### config.mk
export PLATFORM = sky130hd
export DESIGN_NAME = ring_osc_ctrl
export DESIGN_NICKNAME = d
export VERILOG_FILES = /design/src/rtl/ring_osc_pkg.sv /design/src/rtl/ring_osc_edge_counter.sv /design/src/rtl/ring_osc_ctrl.sv
export SDC_FILE = /design/constraint.sdc
export NUM_CORES = 1
export LEC_CHECK = 0
export ABC_CLOCK_PERIOD_IN_PS = 1940
export CORE_MARGIN = 1.5
export CORE_UTILIZATION = 48
export DETAILED_ROUTE_END_ITERATION = 12
export GPL_TIMING_DRIVEN = 0
export PLACE_DENSITY_LB_ADDON = 0.05
export SLEW_MARGIN = 0
export SYNTH_ARGS = -nofsm -noshare
export SYNTH_HDL_FRONTEND = slang
export SYNTH_SLANG_ARGS = --single-unit
### constraint.sdc
create_clock -name clk_i -period 1.94 [get_ports clk_i]
set_input_delay 0.582 -clock clk_i [delete_from_list [all_inputs] [get_ports clk_i]]
set_output_delay 0.582 -clock clk_i [all_outputs]
set_load 0.05 [all_outputs]
### src/rtl/ring_osc_pkg.sv
// ring_osc_pkg - shared types and helpers for the ring-oscillator frequency
// controller.
//   state_t         : controller FSM state encoding
//   CTRL_WIDTH_DEF  : default width of the DCO frequency-select code
//   CNT_WIDTH_DEF   : default width of the DCO edge counter / target / tolerance
//   sar_init_code() : first trial code of a binary search (MSB only)
`timescale 1ns/1ps
package ring_osc_pkg;

  localparam int CTRL_WIDTH_DEF = 5;
  localparam int CNT_WIDTH_DEF  = 16;

  typedef enum logic [2:0] {
    ST_IDLE    = 3'd0,
    ST_SETTLE  = 3'd1,
    ST_MEASURE = 3'd2,
    ST_EVAL    = 3'd3,
    ST_LOCKED  = 3'd4
  } state_t;

  // The search starts half-way up the code range: only the MSB set.
  function automatic logic [31:0] sar_init_code(input int width);
    return 32'd1 << (width - 1);
  endfunction

endpackage

### src/rtl/ring_osc_edge_counter.sv
// ring_osc_edge_counter - counts rising edges of the free-running DCO clock
// in the system clock domain.
//   clk      in   system clock
//   rst_n    in   asynchronous active-low reset
//   dco_clk  in   DCO output, asynchronous to clk
//   clear    in   synchronous clear of the count (wins over enable)
//   enable   in   count detected edges while high
//   count    out  edge count, saturates at all-ones
// The DCO must run below half the system clock rate so that every high and
// low phase is seen by at least one sample.
`timescale 1ns/1ps
module ring_osc_edge_counter
  import ring_osc_pkg::*;
#(
  parameter int CNT_WIDTH = CNT_WIDTH_DEF
) (
  input  logic                 clk,
  input  logic                 rst_n,
  input  logic                 dco_clk,
  input  logic                 clear,
  input  logic                 enable,
  output logic [CNT_WIDTH-1:0] count
);

  logic                 sync1_reg;
  logic                 sync2_reg;
  logic                 hist_reg;
  logic [CNT_WIDTH-1:0] count_reg;
  logic                 rise;

  // sync2 is the first metastability-safe copy; hist is its previous value.
  assign rise = sync2_reg & ~hist_reg;

  always_ff @(posedge clk or negedge rst_n) begin
    if (!rst_n) begin
      sync1_reg <= 1'b0;
      sync2_reg <= 1'b0;
      hist_reg  <= 1'b0;
      count_reg <= '0;
    end else begin
      sync1_reg <= dco_clk;
      sync2_reg <= sync1_reg;
      hist_reg  <= sync2_reg;
      if (clear) begin
        count_reg <= '0;
      end else if (enable && rise && (count_reg != '1)) begin
        count_reg <= count_reg + 1'b1;
      end
    end
  end

  assign count = count_reg;

endmodule

### src/rtl/ring_osc_ctrl.sv
// ring_osc_ctrl - digital frequency controller for a ring-oscillator DCO.
// Measures DCO edges over a fixed window and binary-searches the
// frequency-select code until the count meets the target; optionally keeps
// tracking the target with +/-1 code steps once locked.
//   clk_i / rst_n_i   system clock, asynchronous active-low reset
//   start_i           pulse: begin a search (only from IDLE)
//   stop_i            pulse: abort to IDLE from any state (highest priority)
//   target_count_i    desired edges per window, sampled on start_i
//   tolerance_i       tracking dead-band, sampled on start_i
//   dco_clk_i         DCO output (asynchronous)
//   dco_enable_o      DCO enable
//   freq_sel_o        DCO frequency select (registered)
//   meas_count_o      last completed window count
//   meas_valid_o      one-cycle pulse when meas_count_o updates
//   busy_o            high outside IDLE
//   locked_o          high from search completion until IDLE
//   err_o             sticky tracking-saturation flag
// Build option: define RING_OSC_CTRL_TRACK_EN to keep tracking after lock;
// without it LOCKED is terminal and err_o is constant 0.
`timescale 1ns/1ps
module ring_osc_ctrl
  import ring_osc_pkg::*;
#(
  parameter int CTRL_WIDTH    = CTRL_WIDTH_DEF,
  parameter int CNT_WIDTH     = CNT_WIDTH_DEF,
  parameter int WINDOW_CYCLES = 1000,
  parameter int SETTLE_CYCLES = 16
) (
  input  logic                  clk_i,
  input  logic                  rst_n_i,
  input  logic                  start_i,
  input  logic                  stop_i,
  input  logic [CNT_WIDTH-1:0]  target_count_i,
  input  logic [CNT_WIDTH-1:0]  tolerance_i,
  input  logic                  dco_clk_i,
  output logic                  dco_enable_o,
  output logic [CTRL_WIDTH-1:0] freq_sel_o,
  output logic [CNT_WIDTH-1:0]  meas_count_o,
  output logic                  meas_valid_o,
  output logic                  busy_o,
  output logic                  locked_o,
  output logic                  err_o
);

  localparam int TMR_MAX = (WINDOW_CYCLES > SETTLE_CYCLES) ? WINDOW_CYCLES : SETTLE_CYCLES;
  localparam int TMR_W   = (TMR_MAX > 1) ? $clog2(TMR_MAX) : 1;
  localparam int IDX_W   = (CTRL_WIDTH > 1) ? $clog2(CTRL_WIDTH) : 1;

  localparam logic [TMR_W-1:0]      SETTLE_LAST = TMR_W'(SETTLE_CYCLES - 1);
  localparam logic [TMR_W-1:0]      WINDOW_LAST = TMR_W'(WINDOW_CYCLES - 1);
  localparam logic [CTRL_WIDTH-1:0] CODE_INIT   = CTRL_WIDTH'(sar_init_code(CTRL_WIDTH));
  localparam logic [IDX_W-1:0]      IDX_MSB     = IDX_W'(CTRL_WIDTH - 1);

  state_t                state_reg,  state_next;
  logic [TMR_W-1:0]      tmr_reg,    tmr_next;
  logic [CTRL_WIDTH-1:0] code_reg,   code_next;
  logic [IDX_W-1:0]      idx_reg,    idx_next;
  logic [CNT_WIDTH-1:0]  target_reg, target_next;
  logic [CNT_WIDTH-1:0]  meas_reg,   meas_next;
  logic                  valid_reg,  valid_next;
  logic                  locked_reg, locked_next;
  logic [CNT_WIDTH-1:0]  cnt;

  // Counter is held at zero through SETTLE, so it is clean on MEASURE entry.
  ring_osc_edge_counter #(
    .CNT_WIDTH (CNT_WIDTH)
  ) u_edge_counter (
    .clk     (clk_i),
    .rst_n   (rst_n_i),
    .dco_clk (dco_clk_i),
    .clear   (state_reg == ST_SETTLE),
    .enable  (state_reg == ST_MEASURE),
    .count   (cnt)
  );

`ifdef RING_OSC_CTRL_TRACK_EN
  logic [CNT_WIDTH-1:0] tol_reg, tol_next;
  logic                 err_reg, err_next;
  logic [CNT_WIDTH:0]   cnt_ext, tgt_ext, hi_bound, cnt_plus_tol;

  // One extra bit so target+tol and count+tol never wrap.
  assign cnt_ext      = {1'b0, cnt};
  assign tgt_ext      = {1'b0, target_reg};
  assign hi_bound     = {1'b0, target_reg} + {1'b0, tol_reg};
  assign cnt_plus_tol = {1'b0, cnt} + {1'b0, tol_reg};
`else
  logic unused_tol;
  assign unused_tol = ^tolerance_i;
`endif

  always_comb begin
    state_next  = state_reg;
    tmr_next    = tmr_reg;
    code_next   = code_reg;
    idx_next    = idx_reg;
    target_next = target_reg;
    meas_next   = meas_reg;
    valid_next  = 1'b0;
    locked_next = locked_reg;
`ifdef RING_OSC_CTRL_TRACK_EN
    tol_next    = tol_reg;
    err_next    = err_reg;
`endif
    if (stop_i) begin
      // Code and last measurement are deliberately kept for inspection.
      state_next  = ST_IDLE;
      tmr_next    = '0;
      locked_next = 1'b0;
    end else begin
      case (state_reg)
        ST_IDLE: begin
          if (start_i) begin
            target_next = target_count_i;
            code_next   = CODE_INIT;
            idx_next    = IDX_MSB;
            locked_next = 1'b0;
            tmr_next    = '0;
            state_next  = ST_SETTLE;
`ifdef RING_OSC_CTRL_TRACK_EN
            tol_next    = tolerance_i;
            err_next    = 1'b0;
`endif
          end
        end
        ST_SETTLE: begin
          if (tmr_reg == SETTLE_LAST) begin
            tmr_next   = '0;
            state_next = ST_MEASURE;
          end else begin
            tmr_next = tmr_reg + 1'b1;
          end
        end
        ST_MEASURE: begin
          if (tmr_reg == WINDOW_LAST) begin
            tmr_next   = '0;
            state_next = ST_EVAL;
          end else begin
            tmr_next = tmr_reg + 1'b1;
          end
        end
        ST_EVAL: begin
          meas_next  = cnt;
          valid_next = 1'b1;
`ifdef RING_OSC_CTRL_TRACK_EN
          if (locked_reg) begin
            // Tracking: single-step toward the band; refuse to wrap the code.
            if (cnt_ext > hi_bound) begin
              if (code_reg == '0) err_next = 1'b1;
              else                code_next = code_reg - 1'b1;
            end else if (cnt_plus_tol < tgt_ext) begin
              if (code_reg == '1) err_next = 1'b1;
              else                code_next = code_reg + 1'b1;
            end
            state_next = ST_LOCKED;
          end else
`endif
          begin
            // Search: too fast means the trial bit overshot, so drop it.
            if (cnt > target_reg) code_next[idx_reg] = 1'b0;
            if (idx_reg != '0) begin
              code_next[idx_reg - 1'b1] = 1'b1;
              idx_next   = idx_reg - 1'b1;
              state_next = ST_SETTLE;
            end else begin
              locked_next = 1'b1;
              state_next  = ST_LOCKED;
            end
          end
        end
        ST_LOCKED: begin
`ifdef RING_OSC_CTRL_TRACK_EN
          state_next = ST_SETTLE;
`endif
        end
        default: state_next = ST_IDLE;
      endcase
    end
  end

  always_ff @(posedge clk_i or negedge rst_n_i) begin
    if (!rst_n_i) begin
      state_reg  <= ST_IDLE;
      tmr_reg    <= '0;
      code_reg   <= '0;
      idx_reg    <= IDX_MSB;
      target_reg <= '0;
      meas_reg   <= '0;
      valid_reg  <= 1'b0;
      locked_reg <= 1'b0;
    end else begin
      state_reg  <= state_next;
      tmr_reg    <= tmr_next;
      code_reg   <= code_next;
      idx_reg    <= idx_next;
      target_reg <= target_next;
      meas_reg   <= meas_next;
      valid_reg  <= valid_next;
      locked_reg <= locked_next;
    end
  end

`ifdef RING_OSC_CTRL_TRACK_EN
  always_ff @(posedge clk_i or negedge rst_n_i) begin
    if (!rst_n_i) begin
      tol_reg <= '0;
      err_reg <= 1'b0;
    end else begin
      tol_reg <= tol_next;
      err_reg <= err_next;
    end
  end
  assign err_o = err_reg;
`else
  assign err_o = 1'b0;
`endif

  assign dco_enable_o = (state_reg != ST_IDLE);
  assign busy_o       = (state_reg != ST_IDLE);
  assign freq_sel_o   = code_reg;
  assign meas_count_o = meas_reg;
  assign meas_valid_o = valid_reg;
  assign locked_o     = locked_reg;

endmodule

### After elaboration in Yosys (flattened, before gate mapping)

Index checks and enable logic that the tools add are counted.

* output and inout bits: 26
* register bits: 74
* bits in writable memories: 0
* latch bits: 0
* memories kept: 0
* input bits: 37
* bits in read-only memories: 0
* word-level logic and storage cells: 90

* mux-type cells: 32
* shift operators: 0
* magnitude comparators: 5
* $add $sub $neg: 3
* reduce and logical (&&, ||, !) cells: 18
* bitwise operators: 6
* multipliers: 0
* divide/modulo/power cells: 0
* equal/unequal tests: 14

Operators by type and width (number)
* $mux 10: 4
* $mux 16: 2
* $pmux 10 s3: 1
* $mux 5: 5
* $mux 3: 7
* $add 16x1->16 const B: 1
* $gt 16x16->1: 1
* $ne 16x16->1 const B: 1
* $pmux 3 s5: 1
* $ne 3x3->1 const B: 4
* $add 10x1->10 const B: 1
* $eq 10x10->1 const B: 1
* $eq 10x4->1 const B: 1
* $pmux 5 s2: 1
* $reduce_and 3->1: 3
* $reduce_bool 3->1: 3
* $lt 3x4->1 const B: 2
* $reduce_and 4->1: 2
* $mux 1: 7
* $demux 1 s3: 2
* $eq 3x2->1 const B: 2
* $ge 3x1->1 const B: 2
* $ne 2x2->1 const B: 3
* $pmux 3 s2: 1
* other kinds (14): 20

### Depth between registers and ports, before layout

* depth after elaboration: 12
* gate-level depth with buffers: 8
* gate-level depth less buffers: 8

### Modules after synthesis

From an unflattened synthesis, not the netlist that was laid out.

* cells, all modules: 399
* area, all modules: 3902.5 µm²

Modules (own cells, without submodules)
* ring_osc_ctrl: area each 2885.3 µm², times used 1, cells an instance 297, sequential area each 1377.6 µm²
* ring_osc_edge_counter: area each 1017.2 µm², times used 1, cells an instance 102, sequential area each 475.5 µm²

### Worst setup path after synthesis

OpenSTA, ideal clock, no wires.

* path kind: register to register
* start: reg state_reg[2]
* end: reg tmr_reg[8]
* buffers on the path: 1
* period minus slack after synthesis: 1.971 ns
* required time: 1.871 ns
* arrival: 1.902 ns
* setup time: 0.069 ns
* stages on the path, launching flop included: 7
* path slack: -0.031 ns
* cell sequence: dfrtp_1 buf_6 or3b_4 or2_4 o32a_4 or4_1 nand3_1

* cells in the longest elaborated chain, start to end: 3
* elaborated cells between the ends (all ways): 8
* those cells by class: eq/ne: 3; mux: 2; reduce/logical: 3

RTL lines
* start, declared: RTL line ring_osc_ctrl.sv:54 `state_t state_reg, state_next;`
* start signal, assigned: RTL line ring_osc_ctrl.sv:191 `state_reg <= state_next;`
* $eq 3x2->1, or another cell as far along: RTL line ring_osc_ctrl.sv:110 `case (state_reg)`
* $pmux 10 s3, or another cell as far along: RTL line ring_osc_ctrl.sv:110
* $mux 10 or $reduce_and 2->1 (tied branches)
* end signal, assigned: RTL line ring_osc_ctrl.sv:192 `tmr_reg <= tmr_next;`
* end, declared: RTL line ring_osc_ctrl.sv:55 `logic [TMR_W-1:0] tmr_reg, tmr_next;`

Parallel ways exist; a longest one is shown, timed or not.
A chain may end at the register's enable or synchronous reset.

### Worst setup path after layout

* start: reg state_reg[0]
* end: out dco_enable_o

* cells in the longest elaborated chain, start to end: 1

RTL lines
* $reduce_bool 3->1: RTL line ring_osc_ctrl.sv:217 `assign dco_enable_o = (state_reg != ST_IDLE);`
* end, declared: RTL line ring_osc_ctrl.sv:36 `output logic dco_enable_o,`

Every way passes these cells.

==> results.md <==
- Post-synthesis net count: 446
- Skew-Pair Late Insertion Delay: 0.35 ns
- Peak supply drop: 503.6 uV
- Most frequent cells in the layout: 59 x dfrtp_1, 43 x buf_4, 39 x nand2_1, 31 x nor2_1, 31 x o21ai_0
- Slew Limit Fails: 0
- CP Launch Type: flop
- Final Hold Fails: 0
- Post-synth EDFFs: 0
- Gpl congestion: 0.7980
- Via/cell ratio: 5.483
- Req. time, crit path: 1.36 ns
- Hold Crit Class: input port to asynchronous set/reset pin
- Ant. Diodes: 0
- TritonCTS Buffers: 9
- Site Rows: 32
- Max Clock Skew: 0.01142 ns
- Global-route wire length before repair: 14980 um
- Die width: 91.84 um
- Port Buffers: 45
- Initial antenna violation count: 0
- Final worst setup slack: -0.1257 ns
- Final Util: 68.57%
- Post-layout minimum cycle time: 2.066 ns
- Reg clk slew, reported paths: 0.08 ns
- Clk sinks: 74
- Layout cells sized above 1: 30.28%
- Largest net degree at the start of global routing: 48
- Crit. Startpoint: state_reg[0]
- Crit share post-route: 106.5%
- Worst r2r src: state_reg[0]
- Detailed-route via count: 3257
- Post-synth top area cell: dfrtp_1
- Layout Cells excl Fill: 594
- DP HPWL: 5855 um
- Failing checks: setup timing
- Synth Warn #: 0
- Reg-to-reg critical path endpoint: u_edge_counter.count[13]
- Netlist Area Pre-Place: 3789 um2
- Die height: 91.84 um
- Total of max-cap violations: 0
- Total wire length: 9262 um
- Avg Cell Area, Syn: 9.739 um2
- Place WS: -0.9041 ns
- Fillcell total: 618
- Cts hold-fix bufs: 0
- Inst Count DP: 537
- Crit path DAT: 1.48 ns
- Max clock buf depth: 2
- Status: complete, but fails checks
- Crit path kind: flop to primary output
- Top cell type's share of synthesized area: 48.22%
- Grt ovf: 0
- Worst Reg2Reg Path Length in Cells: 6
- Commonest non-fill, non-tap cell in the layout: dfrtp_1
- Synthesis-to-layout area growth: 39.13%
- Final setup viols: 14
- Crit-path max FO: 2
- Async set-reset flop share out of synthesis: 100.0%
- Setup TNS: -0.8380 ns
- Max Clock Freq: 484.1 MHz
- Crit path capture type: primary output
- Final nets: 544
- Distinct cells, synth: 47
- Post-route ant nets: 0
- RSZ-0062 raised after global routing: true
- Vias in the first global route: 3208
- Wire per inst: 15.59 um
- CTS tree: built
- Number of synthesized register bits: 74
- Iter 0 DRT Violations: 164
- Worst setup path end: dco_enable_o
- Flop-to-flop setup slack: -0.12 ns
- Initial Utilization: 49.28%
- Sequential fraction of the synthesis area: 48.91%
- Power Density: 695.7 nW/um2
- Top Ports: 63
- Overall Global Routing Usage: 22.45%
- Mapped Cells: 389
- Total Die Area: 8435 um2
- Clk root buf: clkbuf_8
- Ranking of synthesized cells by area: dfrtp_1 48%, ha_1 6.6%, mux2_2 4.8%, o21ai_0 4.6%, nand2_1 4.1%
- Core Region: 7687 um2
- Top_reg_cell synth: dfrtp_1
- # DRC: 0
- H-tree Lvls: 3
- DR pass1 iterations: 5
- P_leak: 2.434 nW
## layout make-up
class	count	area [um2]	area share, %
clock buffers	11	141.4	2.682
repair buffers	89	797.0	15.12
inverters	25	93.84	1.780
well taps	102	127.6	2.421
multi-input cells	274	2024	38.40
clock inverters	5	125.1	2.374
flip-flops and latches	74	1871	35.49
plain buffers	14	91.34	1.733
## worst max-delay path: stages (launching register included)
cell and delay (ns):
dfrtp_1 0.41, buf_6 0.12, or3_4 0.34, buf_6 0.13
buf_8 0.14
## Yosys cell counts, drive strengths merged, types with 4 or more instances
library cell / count
nand3: 16
buf: 8
or3: 5
nor3: 4
dfrtp: 73
xnor2: 5
nand4: 8
o21ai: 35
nor2: 33
and4: 5
a21oi: 27
o211ai: 6
mux2: 16
nand3b: 4
ha: 20
inv: 25
clkbuf: 9
xor2: 7
nand2: 41
## stage by stage
stage                     power (W)  hold slack [ns]  instance area, um2
after global placement     0.001989           0.3463                4372
after detailed placement   0.002009           0.3457                4397
after floorplan            0.001860           0.2864                3794
after global routing       0.003815           0.1700                5271
final                      0.003667           0.1469                5271
after CTS                  0.003631           0.1542                4890
## how the worst min path moves through the flow
| stage | start | end | cells after the start |
|---|---|---|---|
| 6_report | rst_n_i | freq_sel_o[0] | 1 |
| 5_1_grt | rst_n_i | freq_sel_o[0] | 1 |
| 4_1_cts | rst_n_i | freq_sel_o[0] | 1 |
| 3_5_place_dp | u_edge_counter.sync1_reg | u_edge_counter.sync2_reg | 0 |
| 3_3_place_gp | u_edge_counter.sync1_reg | u_edge_counter.sync2_reg | 0 |
| 2_1_floorplan | rst_n_i | freq_sel_o[0] | 0 |
## cell families after synthesis
| group | count (synthesis) | share of synthesized area, % |
|---|---|---|
| AO/OA/AOI/OAI | 84 | 13.28 |
| XOR/XNOR | 12 | 2.774 |
| adder cells (fa/ha/maj) | 20 | 6.605 |
| buffers and inverters | 42 | 4.689 |
| flip-flops | 74 | 48.91 |
| multiplexers | 18 | 5.284 |
| other | 1 | 0.09898 |
| AND/OR/NAND/NOR | 138 | 18.36 |
## power by group
part | total, W | leakage [nW] | internal, W | switching, W
sequential | 0.00164 | 0.967 | 0.00161 | 0.0000263
combinational | 0.000438 | 1.33 | 0.000193 | 0.000246
clock | 0.00159 | 0.134 | 0.00102 | 0.000576
## metal layers
layer  routed length, um  global-route usage (%)
met5                   0                       0
met4                 204                   9.359
met3                 298                   3.980
met2                4744                   38.33
met1                4015                   27.96
## timing repair
action,CTS,global route
cloned,1,0
pin swaps,10,27
gates resized for setup,70,56
buffers inserted,19,24
setup endpoints to repair,73,54
No activity file was read; power rests on OpenSTA's default activity.
